--- src/rtl/general_pack.sv ---
// general_pack: shared types and elaboration-time helpers for the message generator.
package general_pack;

    // Generator control states.
    typedef enum logic {
        IDLE = 1'b0,
        SEND = 1'b1
    } msg_gen_sm_t;

    // Ceiling log2. The result is never less than 1, so a 1-bit field is always available.
    function automatic int unsigned log2up_func(input int unsigned value);
        int unsigned result;
        result = 1;
        for (int unsigned i = 1; i < 32; i++) begin
            if ((32'd1 << i) < value) begin
                result = i + 1;
            end
        end
        return result;
    endfunction

    // Integer ceiling division. Used to get the beat count from a byte length.
    function automatic int unsigned ceil_div_func(input int unsigned num, input int unsigned den);
        return (num + den - 1) / den;
    endfunction

endpackage

--- src/rtl/avalon_st_if.sv ---
// avalon_st_if: Avalon-ST style streaming bundle with sop/eop/empty framing.
interface avalon_st_if #(
    parameter int DATA_W  = 128,
    parameter int EMPTY_W = 4
);
    logic [DATA_W-1:0]  data;
    logic [EMPTY_W-1:0] empty;
    logic               sop;
    logic               eop;
    logic               valid;
    logic               rdy;

    modport master (output data, output empty, output sop, output eop, output valid, input rdy);
    modport slave  (input data, input empty, input sop, input eop, input valid, output rdy);
endinterface

--- src/rtl/avalon_msg_generator_beat_former.sv ---
// msg_beat_former: builds one beat of payload. The first byte is in the MSB lane.
// Byte j of beat b is seed + b*W + j, taken mod 256. The trailing 'empty' lanes are zero.
module msg_beat_former
    import general_pack::*;
#(
    parameter int W       = 16,
    parameter int EMPTY_W = log2up_func(W)
) (
    input  logic [7:0]         seed,
    input  logic [7:0]         beat_idx,
    input  logic [EMPTY_W-1:0] empty,
    output logic [W*8-1:0]     data
);

    logic [7:0] base;

    // Fill each byte lane with its running payload value, or zero when the lane is unused.
    always_comb begin
        data = '0;
        base = seed + beat_idx * 8'(W);
        for (int unsigned j = 0; j < W; j++) begin
            if (j < (W - 32'(empty))) begin
                data[(W-1-j)*8 +: 8] = base + 8'(j);
            end
        end
    end

endmodule

--- src/rtl/avalon_msg_generator.sv ---
// avalon_msg_generator: takes one (len, seed) command and turns it into a framed stream
// of incrementing bytes.
// Optional feature: define AVALON_MSG_GEN_ERR_INJ_EN to add the inj_drop_sop input. When
// that input is high at acceptance, sop is suppressed for the whole message.
module avalon_msg_generator
    import general_pack::*;
#(
    parameter int DATA_WIDTH_IN_BYTES = 16,
    parameter int LEN_WIDTH           = 16
) (
    input  logic                 clk,
    input  logic                 rst,
    input  logic                 cmd_valid,
    output logic                 cmd_rdy,
    input  logic [LEN_WIDTH-1:0] cmd_len,
    input  logic [7:0]           cmd_seed,
`ifdef AVALON_MSG_GEN_ERR_INJ_EN
    input  logic                 inj_drop_sop,
`endif
    avalon_st_if.master          msg_out,
    output logic                 busy,
    output logic                 done,
    output logic                 len_err
);

    localparam int W       = DATA_WIDTH_IN_BYTES;
    localparam int EMPTY_W = log2up_func(W);

    msg_gen_sm_t          state;
    logic [7:0]           seed_q;
    logic [LEN_WIDTH-1:0] beats_q;
    logic [LEN_WIDTH-1:0] beat_idx_q;
    logic [EMPTY_W-1:0]   last_empty_q;
    logic                 valid_q;
    logic                 sop_q;
    logic                 eop_q;
    logic [EMPTY_W-1:0]   empty_q;
    logic [W*8-1:0]       data_q;

    logic                 accept;
    logic                 xfer;
    logic [LEN_WIDTH-1:0] cmd_beats;
    logic [EMPTY_W-1:0]   cmd_last_empty;
    logic                 cmd_single;
    logic [LEN_WIDTH-1:0] next_idx;
    logic                 next_is_last;
    logic [7:0]           fmt_seed;
    logic [7:0]           fmt_idx;
    logic [EMPTY_W-1:0]   fmt_empty;
    logic [W*8-1:0]       fmt_data;
    logic                 drop_sop;

`ifdef AVALON_MSG_GEN_ERR_INJ_EN
    assign drop_sop = inj_drop_sop;
`else
    assign drop_sop = 1'b0;
`endif

    // Command decode, and selection of the beat that gets registered at the next edge.
    // In IDLE that beat is beat 0 of the offered command. In SEND it is the beat after
    // the one being presented.
    always_comb begin
        accept         = cmd_valid & cmd_rdy;
        xfer           = valid_q & msg_out.rdy;
        cmd_beats      = LEN_WIDTH'(ceil_div_func(32'(cmd_len), W));
        cmd_last_empty = EMPTY_W'(32'(cmd_beats) * W - 32'(cmd_len));
        cmd_single     = (cmd_beats == LEN_WIDTH'(1));
        next_idx       = beat_idx_q + LEN_WIDTH'(1);
        next_is_last   = (next_idx == beats_q - LEN_WIDTH'(1));
        if (state == IDLE) begin
            fmt_seed  = cmd_seed;
            fmt_idx   = '0;
            fmt_empty = cmd_single ? cmd_last_empty : '0;
        end else begin
            fmt_seed  = seed_q;
            fmt_idx   = 8'(next_idx);
            fmt_empty = next_is_last ? last_empty_q : '0;
        end
    end

    msg_beat_former #(
        .W       (W),
        .EMPTY_W (EMPTY_W)
    ) u_former (
        .seed     (fmt_seed),
        .beat_idx (fmt_idx),
        .empty    (fmt_empty),
        .data     (fmt_data)
    );

    // Control FSM with all stream and status outputs registered.
    always_ff @(posedge clk or negedge rst) begin
        if (!rst) begin
            state        <= IDLE;
            cmd_rdy      <= 1'b0;
            busy         <= 1'b0;
            done         <= 1'b0;
            len_err      <= 1'b0;
            seed_q       <= '0;
            beats_q      <= '0;
            beat_idx_q   <= '0;
            last_empty_q <= '0;
            valid_q      <= 1'b0;
            sop_q        <= 1'b0;
            eop_q        <= 1'b0;
            empty_q      <= '0;
            data_q       <= '0;
        end else begin
            done    <= 1'b0;
            len_err <= 1'b0;
            case (state)
                IDLE: begin
                    cmd_rdy <= 1'b1;
                    if (accept) begin
                        if (cmd_len == '0) begin
                            len_err <= 1'b1;
                            done    <= 1'b1;
                        end else begin
                            state        <= SEND;
                            cmd_rdy      <= 1'b0;
                            busy         <= 1'b1;
                            seed_q       <= cmd_seed;
                            beats_q      <= cmd_beats;
                            beat_idx_q   <= '0;
                            last_empty_q <= cmd_last_empty;
                            valid_q      <= 1'b1;
                            sop_q        <= ~drop_sop;
                            eop_q        <= cmd_single;
                            empty_q      <= fmt_empty;
                            data_q       <= fmt_data;
                        end
                    end
                end
                SEND: begin
                    if (xfer) begin
                        if (eop_q) begin
                            state   <= IDLE;
                            cmd_rdy <= 1'b1;
                            busy    <= 1'b0;
                            done    <= 1'b1;
                            valid_q <= 1'b0;
                            sop_q   <= 1'b0;
                            eop_q   <= 1'b0;
                            empty_q <= '0;
                            data_q  <= '0;
                        end else begin
                            beat_idx_q <= next_idx;
                            sop_q      <= 1'b0;
                            eop_q      <= next_is_last;
                            empty_q    <= fmt_empty;
                            data_q     <= fmt_data;
                        end
                    end
                end
                default: state <= IDLE;
            endcase
        end
    end

    assign msg_out.valid = valid_q;
    assign msg_out.sop   = sop_q;
    assign msg_out.eop   = eop_q;
    assign msg_out.empty = empty_q;
    assign msg_out.data  = data_q;

endmodule
--- src/flat_wrapper.sv ---
// flat-port wrapper written by rule: the top's interface ports become plain ports
module avalon_msg_generator_flat import general_pack::*;
#(
    parameter int DATA_WIDTH_IN_BYTES = 16,
    parameter int LEN_WIDTH           = 16
)
  (clk, rst, cmd_valid, cmd_rdy, cmd_len, cmd_seed, busy, done, len_err, msg_out_data, msg_out_empty, msg_out_sop, msg_out_eop, msg_out_valid, msg_out_rdy);
  avalon_st_if msg_out_i ();
  input  logic clk;
  input  logic rst;
  input  logic cmd_valid;
  output logic cmd_rdy;
  input  logic [LEN_WIDTH-1:0] cmd_len;
  input  logic [7:0] cmd_seed;
  output logic busy;
  output logic done;
  output logic len_err;
  output wire logic [$bits(msg_out_i.data)-1:0] msg_out_data;
  output wire logic [$bits(msg_out_i.empty)-1:0] msg_out_empty;
  output wire logic [$bits(msg_out_i.sop)-1:0] msg_out_sop;
  output wire logic [$bits(msg_out_i.eop)-1:0] msg_out_eop;
  output wire logic [$bits(msg_out_i.valid)-1:0] msg_out_valid;
  input wire logic [$bits(msg_out_i.rdy)-1:0] msg_out_rdy;
  assign msg_out_data = msg_out_i.data;
  assign msg_out_empty = msg_out_i.empty;
  assign msg_out_sop = msg_out_i.sop;
  assign msg_out_eop = msg_out_i.eop;
  assign msg_out_valid = msg_out_i.valid;
  assign msg_out_i.rdy = msg_out_rdy;
  avalon_msg_generator #(.DATA_WIDTH_IN_BYTES(DATA_WIDTH_IN_BYTES), .LEN_WIDTH(LEN_WIDTH)) u_core (.clk(clk), .rst(rst), .cmd_valid(cmd_valid), .cmd_rdy(cmd_rdy), .cmd_len(cmd_len), .cmd_seed(cmd_seed), .msg_out(msg_out_i), .busy(busy), .done(done), .len_err(len_err));
endmodule
--- config.mk ---
export PLATFORM = sky130hd
export DESIGN_NAME = avalon_msg_generator_flat
export DESIGN_NICKNAME = d
export VERILOG_FILES = /design/src/rtl/general_pack.sv /design/src/rtl/avalon_st_if.sv /design/src/rtl/avalon_msg_generator_beat_former.sv /design/src/rtl/avalon_msg_generator.sv /design/src/flat_wrapper.sv
export SDC_FILE = /design/constraint.sdc
export NUM_CORES = 1
export LEC_CHECK = 0
export CORE_ASPECT_RATIO = 1.5
export CORE_MARGIN = 2
export CORE_UTILIZATION = 34
export CTS_CLUSTER_DIAMETER = 80
export DETAILED_ROUTE_END_ITERATION = 7
export HOLD_SLACK_MARGIN = 0.06
export PLACE_DENSITY = 0.6
export SLEW_MARGIN = 20
export SYNTH_ARGS = -nofsm -noshare
export SYNTH_HDL_FRONTEND = slang
export SYNTH_SLANG_ARGS = --single-unit
--- constraint.sdc ---
create_clock -name clk -period 8 [get_ports clk]
set_clock_uncertainty 0.2 [all_clocks]
set_input_delay 2 -clock clk [delete_from_list [all_inputs] [get_ports clk]]
set_output_delay 2 -clock clk [all_outputs]
set_load 0.02 [all_outputs]
==> summary.txt, run 1 <==
STA
  – Tmin final: 6.439 ns
  – Slew Viols, Final: 0
  – Setup violators final: 0
  – Max Freq: 0.1553 GHz
  – RSZ-0062 raised after global routing: false
  – Final hold viol count: 0
  – Fin crit share: 80.48%
  – Relative slew slack: 32.21%
  – Total negative slack: 0 ns
  – Worst-Margin Slew: around 1.0 ns

GRT
  – Initial antenna violation count: 0
  – GR Util All Layers: between 20% and 30%
  – Pin count of the biggest net entering global routing: between 100 and 150
  – Vias in the first global route: between 8000 and 9000
  – Grt ovf: 0
  – First-pass GRT wire length: around 48000 um

Yosys
  – Share of the synthesized area in the top cell type: 46.18%
  – Ys async rst share: between 90% and 100%
  – Gate Count Post-Synth: 1003
  – Top cells by area, synth: dfrtp_1 46%, xnor2_1 7.0%, nand2_1 6.0%
  – Sequential area share after synthesis: between 40% and 50%
  – Most frequent cell after synthesis: dfrtp_1
  – Largest area contributor in the netlist: dfrtp_1
  – Top_reg_cell synth: dfrtp_1
  – Post-synth EDFFs: 0
  – Syn_nets: 1055
  – #FFs+latches synth: 180
  – Cell area after synthesis: between 9000 and 10000 sq um
  – Top cells by count, synth: 180 x dfrtp_1, 157 x nand2_1, 94 x o21ai_0
  – Avg Cell Area, Syn: 9.724 sq um
  – Number of synthesis warnings: 0
  – Yosys cell types: 73

Routing
  – Met2 wire len: about 16000 um
  – Met1 wire length: 12450 um
  – Post-DR vias/cell: 5.411
  – Metal3 WL: 1217 um
  – TritonRoute pass-1 iters: 5
  – Via count: 8143
  – Avg WL per Cell: between 20 and 25 um
  – First DRT Iteration DRCs: around 540
  – DRC viols: 0
  – DR top layer: met4
  – Routed Antenna Nets: 0
  – WL final: ~31000 um

Power and ir drop
  – Leakage: approximately 0.0052 uW
  – Post-route total power: around 6300 uW
  – Gate power share: 60.1%
  – VDD IR max: approximately 0.24 mV
  – Clock share of power: between 10 and 15%
  – P_sw: 2895 uW
  – Power Density: roughly 510 nW/um^2
  – Net Sw Frac: between 40 and 50%
  – Seq pwr share: 25.9%
  – Internal: 3367 uW

Worst setup path
  – Cell chain of the critical path: clkdlybuf4s50_1 > inv_1 > ha_1 > nor3b_1 > nor2_1 > and4_1 > o2111ai_1 > nor2_2 > a22oi_1 > ha_1 > inv_1 > nor2_1 > mux2i_1 > a211oi_2 > a22o_1
  – Top delay family on crit path: compound AO/OA/AOI/OAI gates
  – Startpoint Class: input port
  – Worst Reg2Reg Path Length in Cells: 13
  – Critical Path RT: 8.18 ns
  – Bufs and invs on worst path: 3
  – CP endpoint kind: flop
  – Levels on crit path: 15
  – Crit-path max cell delay: ~0.65 ns
  – Crit-path max FO: 11
  – WP data arrival: between 6 and 7 ns
  – Critical path's slowest cell: nor3b_1
  – Setup CP Type: in2reg

Place
  – Count of input and output buffers: approximately 170
  – Hpwl dp: about 23000 um
  – GPL Wtd Cong: about 0.9

Outcome
  – Run status: completed

Die
  – Die Area: ~30000 sq um
  – Starting Density: a little over a third
  – Die X-Extent: 142.3 um
  – Die Y: ~210 um
  – IO Count: about 170
  – Core region area: about 28000 sq um
  – Rows: between 70 and 80

CTS
  – CTS tree: done
  – CTS max path bufs: 2
  – CTS root buf: clkbuf_16
  – Total CTS buffers: 17
  – Worst-path clk slew: about 0.07 ns
  – H-Tree Depth: 4
  – Clk Latency, worst-skew pair: approximately 0.45 ns
  – Post-CTS Resized: 0
  – Clk sinks: 180
  – Setup Fix Bufs, Post-CTS: 0
  – Hold Buf Count CTS: 0

Cells and area
  – Nets: approximately 1200
  – Fillcell total: approximately 2800
  – Diode count: 0
  – P&R area growth vs syn: 26.72%
  – Fraction of layout cells with a size suffix above 1: under 10%

Flow run
  – Max_cap viols: 0

Worst hold path
  – Hold Path Cell Cnt: 2
  – Worst Hold Class: reg2reg
[through the flow]
| step | hold slack [ns] | instance area [sq um] | std cells | setup WS, ns | util (%) |
|---|---|---|---|---|---|
| final | 0.2778 | 12360 | 1505 | 1.561 | 44.05 |
| after global routing | 0.3053 | 12360 | 1505 | 1.152 | 44.05 |
| after CTS | 0.2811 | 12360 | 1505 | 1.562 | 44.04 |
| after detailed placement | 0.2657 | 11750 | 1473 | 1.120 | 41.89 |
| after global placement | 0.2641 | 11750 | 1473 | 1.360 | 41.89 |
| after floorplan | 0.2737 | 9753 | 1003 | 2.559 | - |
[layout make-up]
cell class	count	area, sq um	area share [%]
multi-input combinational	741	4942	39.99
sequential	180	4504	36.44
timing repair buffer	182	1785	14.45
tap	346	432.9	3.503
clock buffer	18	429.2	3.472
clock inverter	14	175.2	1.417
inverter	24	90.09	0.7289
[worst min-delay path, stage by stage, from the launching register on]
cell	delay [ns]
dfrtp_1	0.34
nand2_1	0.05
o31ai_1	0.05
[layout by cell type (no fill, tap or decap), drive strengths merged, types with 4 or more instances in the layout]
| master | netlist | final |
|---|---|---|
| dfrtp | 180 | 180 |
| clkdlybuf4s50 | 0 | 165 |
| nand2 | 157 | 157 |
| o21ai | 97 | 97 |
| xnor2 | 79 | 79 |
| nor2 | 59 | 59 |
| xor2 | 38 | 38 |
| a22o | 35 | 35 |
| a32o | 32 | 32 |
| a21oi | 28 | 28 |
| inv | 22 | 26 |
| nand3 | 25 | 25 |
| ha | 23 | 23 |
| o31ai | 23 | 23 |
| clkbuf | 47 | 19 |
| buf | 11 | 16 |
| mux2 | 14 | 14 |
| nor3 | 12 | 12 |
| mux2i | 10 | 10 |
| nand4 | 9 | 9 |
| nor4 | 9 | 9 |
| and3 | 8 | 8 |
| or4 | 7 | 7 |
| clkinv | 2 | 7 |
| a21o | 6 | 6 |
| and2 | 6 | 6 |
| or3 | 6 | 6 |
| nor2b | 5 | 5 |
| a31oi | 5 | 5 |
| nand2b | 5 | 5 |
| and4 | 4 | 4 |
[logic make-up (layout without fill, tap and decap cells)]
| logic type | count (synthesis) | after routing | share of synthesized area (%) |
|---|---|---|---|
| AO/OA/AOI/OAI | 251 | 251 | 18.10 |
| XOR/XNOR | 118 | 118 | 10.93 |
| adder cells (fa/ha/maj) | 24 | 24 | 3.156 |
| buffers and inverters | 82 | 238 | 3.361 |
| flip-flops | 180 | 180 | 46.18 |
| multiplexers | 24 | 24 | 2.643 |
| AND/OR/NAND/NOR | 324 | 324 | 15.63 |
[power by group through the flow]
stage	registers (uW)	logic [uW]	clock network, uW
after detailed placement	1640	3760	0
after CTS	1620	3770	893
final	1620	3760	881
after global placement	1640	3730	0
after floorplan	1890	2050	0
after global routing	1660	4060	932
[final timing paths]
| kind | startpoint | end | slack (ns) |
|---|---|---|---|
| max | cmd_len[0] | u_core.msg_out.data[19] | 1.56 |
| min | u_core.msg_out.data[78] | u_core.msg_out.data[78] | 0.28 |
| max reg2reg | u_core.beats_q[0] | u_core.msg_out.data[10] | 3.12 |
| min reg2reg | u_core.msg_out.data[78] | u_core.msg_out.data[78] | 0.28 |
| max in group asynchronous | rst | u_core.seed_q[6] | 4.61 |
| min in group asynchronous | rst | u_core.beat_idx_q[9] | 1.43 |
[layer usage]
metal	global-route usage [%]	up-vias
li1	-	3829
met1	24.87	4026
met2	38.10	235
met3	3.054	53
met4	8.023	0
met5	0	-
[registers in the layout, indices dropped and copies added, names as in the netlist]
register,flops
u_core.msg_out.data,128
u_core.beat_idx_q,16
u_core.beats_q,13
u_core.seed_q,8
u_core.last_empty_q,4
u_core.msg_out.empty,4
u_core.cmd_rdy,1
u_core.done,1
u_core.len_err,1
u_core.msg_out.eop,1
u_core.msg_out.sop,1
u_core.msg_out.valid,1
u_core.state,1
(Power assumes the default switching activity.)
==> run 2, diff against run 1 <==
Settings changed: PLACE_DENSITY 0.6 to 0.62.
Clock period 8 ns to 5.85 ns, I/O delays scaled along.
==> run 2 against run 1 <==
  * Die area stayed put
  * First-iteration DRC count grew 21%
  * Setup slack worse by 1.0 ns
==> summary.txt, run 2 (same netlist as run 1, synthesis figures left out) <==
Die
  – Starting Density: 34.76% (unchanged)
  – Core region area: 28060 sq um (unchanged)
  – IO Count: 167 (unchanged)
  – Die Y: 211.4 um (unchanged)
  – Die X-Extent: 142.3 um (unchanged)
  – Die Area: 30080 sq um (unchanged)
  – Rows: 75 (unchanged)

Cells and area
  – Largest register FFs: 128 (unchanged)
  – Fraction of layout cells with a size suffix above 1: 9.516% (+1.5 points)
  – Final Non-Filler Cells: 1523 (+1.2%)
  – Nets: 1216 (+1.5%)
  – Commonest non-fill, non-tap cells in the layout: 180 x dfrtp_1, 165 x clkdlybuf4s50_1, 157 x nand2_1
  – Diode count: 0 (unchanged)
  – Fillcell total: 2681 (-3.6%)
  – P&R area growth vs syn: 28.07%
  – Commonest non-fill, non-tap cell in the layout: dfrtp_1

CTS
  – CTS max path bufs: 2 (unchanged)
  – Clk sinks: 180 (unchanged)
  – CTS root buf: clkbuf_16
  – Post-CTS Resized: 0 (unchanged)
  – Worst-path clk slew: 0.07 ns (about the same)
  – H-Tree Depth: 4 (unchanged)
  – Clk Latency, worst-skew pair: 0.45 ns (about the same)
  – Total CTS buffers: 17 (unchanged)
  – Setup Fix Bufs, Post-CTS: 0 (unchanged)
  – CTS tree: done
  – Hold Buf Count CTS: 0 (unchanged)

Routing
  – WL final: 31580 um (+1.4%)
  – Via count: 8332 (+2.3%)
  – TritonRoute pass-1 iters: 5 (unchanged)
  – Routed Antenna Nets: 0 (unchanged)
  – Avg WL per Cell: 20.73 um (+0.17%)
  – Post-DR vias/cell: 5.471 (+1.1%)
  – First DRT Iteration DRCs: 651 (+21%)
  – DRC viols: 0 (unchanged)

Place
  – Cells after DPL: 1491 (+1.2%)
  – Pre-CTS setup slack: 0.06842 ns (-1.052 ns)
  – Count of input and output buffers: 166 (unchanged)
  – GPL Wtd Cong: 0.8583 (-4.1%)
  – Hpwl dp: 23410 um (+3.0%)

Worst setup path
  – Crit-path max cell delay: 0.62 ns (-0.03 ns)
  – Critical Path RT: 6.04 ns (-2.14 ns)
  – Bufs and invs on worst path: 4 (+1)
  – Critical path's slowest cell: a21oi_2
  – WP data arrival: 5.52 ns (-1.10 ns)
  – Setup CP Type: in2reg
  – Top delay family on crit path: compound AO/OA/AOI/OAI gates
  – Crit-path max FO: 16 (+5)
  – Cell mode on critical path: inv_1
  – Startpoint Class: input port
  – Cell chain of the critical path: clkdlybuf4s50_1 > inv_1 > ha_1 > nor3b_1 > mux2i_1 > a32o_1 > o2111ai_1 > nor2_2 > a22o_1 > inv_1 > ha_1 > inv_1 > o21ai_1 > a21oi_2 > a32o_1
  – CP endpoint kind: flop

STA
  – RSZ-0062 raised after global routing: false
  – Fin crit share: between 90% and 100%
  – Max Freq: about 0.19 GHz
  – Total negative slack: 0 ns (unchanged)
  – Worst-Margin Slew: 0.9997 ns (-0.01714 ns)
  – Setup violators final: 0 (unchanged)
  – Relative slew slack: 33.35% (+1.1 points)
  – Worst setup margin: 0.5172 ns (-1.044 ns)
  – Slew Viols, Final: 0 (unchanged)
  – Final hold viol count: 0 (unchanged)
  – Tmin final: about 5.3 ns

Power and ir drop
  – VDD IR max: 0.3123 mV (+30%)
  – Leakage: 0.005282 uW (+1.7%)
  – Power Density: 691.0 nW/um^2 (+36%)

GRT
  – Vias in the first global route: 8209 (+0.77%)
  – Grt ovf: 0 (unchanged)
  – Initial antenna violation count: 0 (unchanged)
  – First-pass GRT wire length: 49070 um (+2.0%)
  – Pin count of the biggest net entering global routing: 109 (-0.91%)
  – GR Util All Layers: 21.53% (+0.55 points)

Outcome
  – Run status: completed

Worst hold path
  – Worst Hold Class: reg2reg

Flow run
  – Max_cap viols: 0 (unchanged)
[run 2: metal layers]
metal,vias up,track usage [%],part of all wire [%]
met5,-,0,0
met4,0,8.843,3.3
met3,48,3.370,5.1
met2,303,38.03,52
met1,4104,26.03,40
li1,3877,-,-
[run 2: worst min-delay path, cell delays in order, from the launching register on]
cell and delay (ns):
dfrtp_1 0.34, nand2_1 0.05, o21ai_0 0.06
[run 2: metrics by stage]
step / hold WS (ns) / instance area [sq um] / utilization (%) / total power (uW)
final: 0.2808 / 12490 / 44.52 / 8631
after floorplan: 0.2737 / 9753 / - / 5391
after detailed placement: 0.2686 / 11900 / 42.41 / 7480
after global routing: 0.3115 / 12490 / 44.52 / 9173
after global placement: 0.2645 / 11900 / 42.41 / 7426
after CTS: 0.2858 / 12490 / 44.51 / 8672
[run 2: worst paths after layout]
check	slack [ns]	cells after the start	end	from
min in group asynchronous	0.88	1	u_core.beat_idx_q[7]	rst
hold reg to reg	0.28	2	u_core.msg_out.data[6]	u_core.msg_out.data[6]
setup reg to reg	1.12	15	u_core.msg_out.data[36]	u_core.beats_q[0]
hold / removal	0.28	2	u_core.msg_out.data[6]	u_core.msg_out.data[6]
setup / recovery	0.52	15	u_core.msg_out.data[36]	cmd_len[1]
max in group asynchronous	3.68	2	u_core.msg_out.data[14]	rst
[run 2: area by class of cell]
class | instances | area, sq um | share of cell area, %
clock buffer | 19 | 452.9 | 3.626
inverter | 24 | 90.09 | 0.7212
clock inverter | 13 | 135.1 | 1.082
multi-input combinational | 741 | 4942 | 39.57
timing repair buffer | 200 | 1933 | 15.48
tap | 346 | 432.9 | 3.466
sequential | 180 | 4504 | 36.06
[run 2: where the power goes]
| group | internal [uW] | switching, uW | total, uW |
|---|---|---|---|
| Sequential | 1790 | 447 | 2230 |
| Combinational | 2190 | 3030 | 5220 |
| Clock | 625 | 551 | 1180 |
